<file path="config.mk">
export PLATFORM = sky130hd
export DESIGN_NAME = keypad_hex_entry
export DESIGN_NICKNAME = d
export VERILOG_FILES = /design/src/rtl/keypad_hex_entry.sv
export SDC_FILE = /design/constraint.sdc
export NUM_CORES = 1
export LEC_CHECK = 0
export ABC_CLOCK_PERIOD_IN_PS = 6350
export CAP_MARGIN = 20
export CORE_MARGIN = 3
export CORE_UTILIZATION = 50
export DETAILED_ROUTE_END_ITERATION = 8
export HOLD_SLACK_MARGIN = 0.05
export PLACE_DENSITY_LB_ADDON = 0.15
export SETUP_SLACK_MARGIN = 0.05
export SLEW_MARGIN = 40
export SYNTH_ARGS = -nofsm -noshare
export SYNTH_HDL_FRONTEND = slang
export SYNTH_SLANG_ARGS = --single-unit
</file>
<file path="constraint.sdc">
create_clock -name clk -period 6.35 [get_ports clk]
set_clock_uncertainty 0.2 [all_clocks]
set_input_delay 1.5875 -clock clk [delete_from_list [all_inputs] [get_ports clk]]
set_output_delay 1.5875 -clock clk [all_outputs]
set_load 0.02 [all_outputs]
</file>
<file path="src/rtl/keypad_hex_entry.sv">
// Purpose : scans a 4x4 active-low keypad, debounces presses and shifts each accepted hex code into an 8-digit number.
// Latency : press to keyValid = 2 (sync) + remaining column slot + DEBOUNCE_CYC cycles; outputs are registered.
// Backpr. : none. The scan is free-running and keyValid is a one-cycle pulse with no ready; the consumer must take it.
//
// Ports:
//   clk, rst_n   clock, asynchronous active-low reset
//   rowIn[3:0]   keypad rows, active-low, asynchronous (2-flop synchronized)
//   colOut[3:0]  keypad columns, active-low, one column low at a time
//   clr          synchronous clear of number (wins over a same-cycle accept)
//   number[31:0] entered value, newest digit in [3:0]
//   keyCode[3:0] code of the last accepted key (4*row + col)
//   keyValid     one-cycle pulse per accepted key
//
// Optional feature macro: KEYPAD_AUTOREPEAT_EN (auto-repeat every REPEAT_CYC cycles while held).

module keypad_hex_entry #(
   parameter int SCAN_DIV     = 1000,
   parameter int DEBOUNCE_CYC = 20000,
   parameter int REPEAT_CYC   = 5000000
) (
   input  logic        clk,
   input  logic        rst_n,
   input  logic [3:0]  rowIn,
   output logic [3:0]  colOut,
   input  logic        clr,
   output logic [31:0] number,
   output logic [3:0]  keyCode,
   output logic        keyValid
);

   // Elaboration-time guard on parameter ranges.
   generate
      if (SCAN_DIV < 4 || DEBOUNCE_CYC < 2 || REPEAT_CYC < 2) begin : g_bad_cfg
         $error("keypad_hex_entry: parameter out of range");
      end
   endgenerate

   localparam int SW = $clog2(SCAN_DIV);
   localparam int DW = $clog2(DEBOUNCE_CYC);
   localparam logic [SW-1:0] SLOT_LAST = SW'(SCAN_DIV - 1);
   localparam logic [DW-1:0] DEB_LAST  = DW'(DEBOUNCE_CYC - 1);

   typedef enum logic [1:0] {
      ST_SCAN     = 2'd0,
      ST_DEBOUNCE = 2'd1,
      ST_HELD     = 2'd2
   } state_t;

   // Row synchronizer; idle value is all-high so reset looks like "no key".
   logic [3:0] row_meta;
   logic [3:0] row_s;

   always_ff @(posedge clk or negedge rst_n) begin
      if (!rst_n) begin
         row_meta <= 4'hF;
         row_s    <= 4'hF;
      end else begin
         row_meta <= rowIn;
         row_s    <= row_meta;
      end
   end

   state_t          state, state_nxt;
   logic [1:0]      col_idx, col_nxt;
   logic [SW-1:0]   slot_cnt, slot_nxt;
   logic [DW-1:0]   cnt, cnt_nxt;      // press debounce / release debounce counter
   logic [3:0]      pat, pat_nxt;      // row pattern latched at detection
   logic [1:0]      row_idx, ridx_nxt;
   logic [1:0]      low_row;
   logic [3:0]      code;
   logic            accept;

`ifdef KEYPAD_AUTOREPEAT_EN
   localparam int RW = $clog2(REPEAT_CYC);
   localparam logic [RW-1:0] REP_LAST = RW'(REPEAT_CYC - 1);
   logic [RW-1:0]   rep_cnt, rep_nxt;
`endif

   // Lowest-numbered low row wins when several rows are pressed.
   always_comb begin
      low_row = 2'd3;
      if (!row_s[0])      low_row = 2'd0;
      else if (!row_s[1]) low_row = 2'd1;
      else if (!row_s[2]) low_row = 2'd2;
   end

   assign code   = {row_idx, col_idx};
   assign colOut = ~(4'b0001 << col_idx);

   always_comb begin
      state_nxt = state;
      col_nxt   = col_idx;
      slot_nxt  = slot_cnt;
      cnt_nxt   = cnt;
      pat_nxt   = pat;
      ridx_nxt  = row_idx;
      accept    = 1'b0;
`ifdef KEYPAD_AUTOREPEAT_EN
      rep_nxt   = '0;
`endif
      case (state)
         ST_SCAN: begin
            if (slot_cnt == SLOT_LAST) begin
               // Rows are only trusted on the last slot cycle, when the
               // synchronizer has settled on this column's response.
               slot_nxt = '0;
               if (row_s != 4'hF) begin
                  state_nxt = ST_DEBOUNCE;
                  pat_nxt   = row_s;
                  ridx_nxt  = low_row;
                  cnt_nxt   = '0;
               end else begin
                  col_nxt = col_idx + 2'd1;
               end
            end else begin
               slot_nxt = slot_cnt + 1'b1;
            end
         end
         ST_DEBOUNCE: begin
            if (row_s == pat) begin
               if (cnt == DEB_LAST) begin
                  accept    = 1'b1;
                  state_nxt = ST_HELD;
                  cnt_nxt   = '0;
               end else begin
                  cnt_nxt = cnt + 1'b1;
               end
            end else begin
               state_nxt = ST_SCAN;
               cnt_nxt   = '0;
               col_nxt   = col_idx + 2'd1;
            end
         end
         ST_HELD: begin
            // Counts consecutive all-released cycles; any low row restarts it,
            // so a second key pressed here is ignored until full release.
            if (row_s == 4'hF) begin
               if (cnt == DEB_LAST) begin
                  state_nxt = ST_SCAN;
                  cnt_nxt   = '0;
                  col_nxt   = col_idx + 2'd1;
               end else begin
                  cnt_nxt = cnt + 1'b1;
               end
            end else begin
               cnt_nxt = '0;
            end
`ifdef KEYPAD_AUTOREPEAT_EN
            if (row_s == pat) begin
               if (rep_cnt == REP_LAST) begin
                  accept  = 1'b1;
                  rep_nxt = '0;
               end else begin
                  rep_nxt = rep_cnt + 1'b1;
               end
            end
`endif
         end
         default: begin
            state_nxt = ST_SCAN;
            cnt_nxt   = '0;
         end
      endcase
   end

   always_ff @(posedge clk or negedge rst_n) begin
      if (!rst_n) begin
         state    <= ST_SCAN;
         col_idx  <= 2'd0;
         slot_cnt <= '0;
         cnt      <= '0;
         pat      <= 4'hF;
         row_idx  <= 2'd0;
`ifdef KEYPAD_AUTOREPEAT_EN
         rep_cnt  <= '0;
`endif
      end else begin
         state    <= state_nxt;
         col_idx  <= col_nxt;
         slot_cnt <= slot_nxt;
         cnt      <= cnt_nxt;
         pat      <= pat_nxt;
         row_idx  <= ridx_nxt;
`ifdef KEYPAD_AUTOREPEAT_EN
         rep_cnt  <= rep_nxt;
`endif
      end
   end

   // Output registers; clr beats a same-cycle accept for number only.
   always_ff @(posedge clk or negedge rst_n) begin
      if (!rst_n) begin
         keyValid <= 1'b0;
         keyCode  <= 4'h0;
         number   <= 32'h0;
      end else begin
         keyValid <= accept;
         if (accept) keyCode <= code;
         if (clr)         number <= 32'h0;
         else if (accept) number <= {number[27:0], code};
      end
   end

endmodule

</file>
==> results by group <==
Pwr
  – Worst ir drop on vdd: 0.132 mV
  – PD cells: 201 nW/um2
  – Leakage Power: 1.86 nW

Timing
  – Fmax: 0.285 GHz
  – Setup TNS: 0 ns
  – Max-slew headroom: 49.7%
  – Final setup violation count: 0
  – Least-Margin Pin Slew: 0.754 ns
  – Setup WS post-layout: 2.84 ns
  – Worst hold margin: 0.156 ns
  – Final Hold Viols: 0
  – Slew Limit Fails: 0
  – RSZ-0062 raised after global routing: no
  – Final period util: 55.2%
  – Final min period: 3.51 ns

Synth
  – Simple-Gate Fraction of Synth Area: 20.1%
  – Synth Cell Area: 3720 um2
  – Synth Area in Adders: 3.03%
  – Yosys reg bits: 80
  – Syn avg cell area: about 9.7 um2
  – Syn. warnings: 0
  – Top-area cell type share of the netlist area: 45.8%
  – Netlist cell types: slightly below 50
  – Top-count cell post-synth: nand2_1
  – Post-synth ARST share: 100%
  – Area contributors post-synth: dfrtp_1, nand2_1, dfstp_2
  – Number of synthesized flops with an enable pin: 0
  – Sequential cell area fraction in the yosys report: approximately 54%
  – Post-synthesis compound-gate area fraction: 14.1%
  – Mux contribution to synthesized area: 1.72%
  – Most instantiated cells after synthesis: nand2_1, dfrtp_1, a21oi_1
  – Synth Net Count: 401
  – Synth Flop Type: dfrtp_1
  – Syn Inst Count: 385
  – Post-synth top area cell: dfrtp_1
  – XOR/XNOR Fraction of Synth Area: around 2.4%
  – Largest family of logic cells by synthesized area: simple AND/OR/NAND/NOR gates

GRT
  – Initial antenna violation count: 0
  – Largest net degree at the start of global routing: 81
  – GR Util All Layers: about 18%
  – First-pass GRT wire length: 12,200 um
  – Gr ovfl total: 0
  – Vias in the first global route: 2,713

CTS
  – CTS resizes: 0
  – Post-CTS Setup Inserts: 0
  – CTS Root Cell: clkbuf_8
  – Clk_lat worst skew: between 0.3 and 0.4 ns
  – Post-CTS Hold Fix Bufs: 0
  – CTS tree: built
  – Clk sinks: 80
  – H-tree Lvls: 3
  – Total CTS buffers: 9
  – Clock transition at the registers of the reported paths: 0.08 ns
  – Longest Clk Path Bufs: 2

Final layout
  – Layout Nets: 441
  – Share of layout cells above drive strength 1: 9.77%
  – Area grow syn2layout: 18.9%
  – Post-layout util: 63.3%
  – Post-Layout Inst Area: between 4000 and 5000 um2
  – Inserted Diodes: 0
  – Fill count: around 600

Detailed routing
  – Vias per inst: around 5.5
  – Final antenna-violating net count: 0
  – Drt pass-1 iters: 4
  – Met2 wire length: 3270 um
  – Met3 WL post-DR: between 300 and 400 um
  – Routed wire length: 7120 um
  – Initial DRC Count: around 120
  – DRC viols: 0
  – Post-DR wirelength/cell: 13.5 um
  – Highest routed layer: met4
  – Met1 wire length: 3410 um
  – Vias: 2,882

Placement
  – Cell Area, Placed: 4240 um2
  – Hpwl dp: 4760 um
  – IO Port Bufs: 47
  – Pre-CTS setup slack: ~3.2 ns
  – GP Congestion: ~0.84

Hold path
  – Hold Crit Class: flop to flop

Floorplanning
  – Rows: 30
  – Die area: roughly 8500 um2
  – DIE HEIGHT: 92.2 um
  – Die W: 92.2 um
  – IO Pins: 48
  – CORE AREA: 6980 um2
  – Starting Density: 53.2%

Setup path
  – Crit Path Class: flop to output port
  – Max stage delay on crit path: 0.59 ns
  – Largest delay share family, worst path: buffers and inverters
  – CP Launch Type: flop
  – CP endpoint kind: output port
  – Crit-path cells: inv_1, ha_1, inv_1, clkdlybuf4s50_1
  – Critical Path AT: between 1.5 and 2 ns
  – CP max stage cell: clkdlybuf4s50_1
  – Max Fanout on Critical Path: 5
  – Worst EP required: between 4 and 5 ns
  – CP dominant cell by count: inv_1
  – Worst path buffer plus inverter count: 3

Run status
  – Status: completed

Run
  – Max cap viols: 0
## cell usage in the layout, fill, tap and decap left out, drive strengths merged, types with 9 or more instances in the layout
master | Yosys | routed
dfrtp | 68 | 68
nand3 | 14 | 14
nor2 | 12 | 12
inv | 15 | 21
dfstp | 12 | 12
o21ai | 13 | 13
clkbuf | 13 | 9
ha | 9 | 9
a21oi | 38 | 38
nand2 | 96 | 96
clkdlybuf4s50 | 0 | 45
xnor2 | 9 | 9
## kinds of logic after synthesis
family                     after synthesis
AOI/OAI and AO/OA                       85
adders and majority gates                9
buffers and inverters                   36
xor gates and xnor gates                10
DFF                                     80
and+or+nand+nor                        159
muxes                                    6
## flip-flops by register name (all words and copies together) (netlist names)
signal / count
number: 32
cnt: 15
slot_cnt: 10
keyCode: 4
pat: 4
row_meta: 4
row_s: 4
col_idx: 2
row_idx: 2
state: 2
keyValid: 1
## worst reg2reg max path: stages, from the launching register on
cell and delay (ns):
dfrtp_1 0.41, ha_1 0.21, nand4b_1 0.18, o41a_1 0.69, inv_1 0.18, nand3_1 0.35, o41ai_1 0.47
## metal layers
layer / up-vias / track usage, %
met5: - / 0
met1: 1382 / 23.6
met3: 5 / 3.20
met2: 83 / 28.2
li1: 1412 / -
met4: 0 / 7.18
## path summary, 6_finish.rpt
path | to | cells after the start | startpoint | slack (ns)
max reg2reg | cnt[12] | 6 | slot_cnt[0] | 3.54
min reg2reg | row_s[0] | 0 | row_meta[0] | 0.16
max | colOut[2] | 4 | col_idx[0] | 2.84
max in group asynchronous | slot_cnt[8] | 1 | rst_n | 4.38
min | row_s[0] | 0 | row_meta[0] | 0.16
min in group asynchronous | keyCode[1] | 1 | rst_n | 1.04
## layout make-up
type | instances | area (um2) | share of cell area (%)
well taps | 96 | 120 | 2.72
flip-flops and latches | 80 | 2020 | 45.6
clock buffers | 9 | 124 | 2.80
multi-input cells | 269 | 1540 | 34.9
repair buffers | 50 | 500 | 11.3
clock inverters | 7 | 60.1 | 1.36
inverters | 15 | 56.3 | 1.27
## power by group
part           switching [mW]  total, mW  internal [mW]
Sequential            0.00214      0.516          0.514
Combinational          0.0140     0.0182        0.00423
Clock                   0.202      0.353          0.151
Total                   0.218      0.887          0.669
## stage by stage
stage	power, mW	instances
2_1_floorplan	0.530	385
3_3_place_gp	0.545	508
3_5_place_dp	0.545	510
4_1_cts	0.900	526
5_1_grt	0.922	526
6_report	0.887	526
No activity file was read; power rests on OpenSTA's default activity.
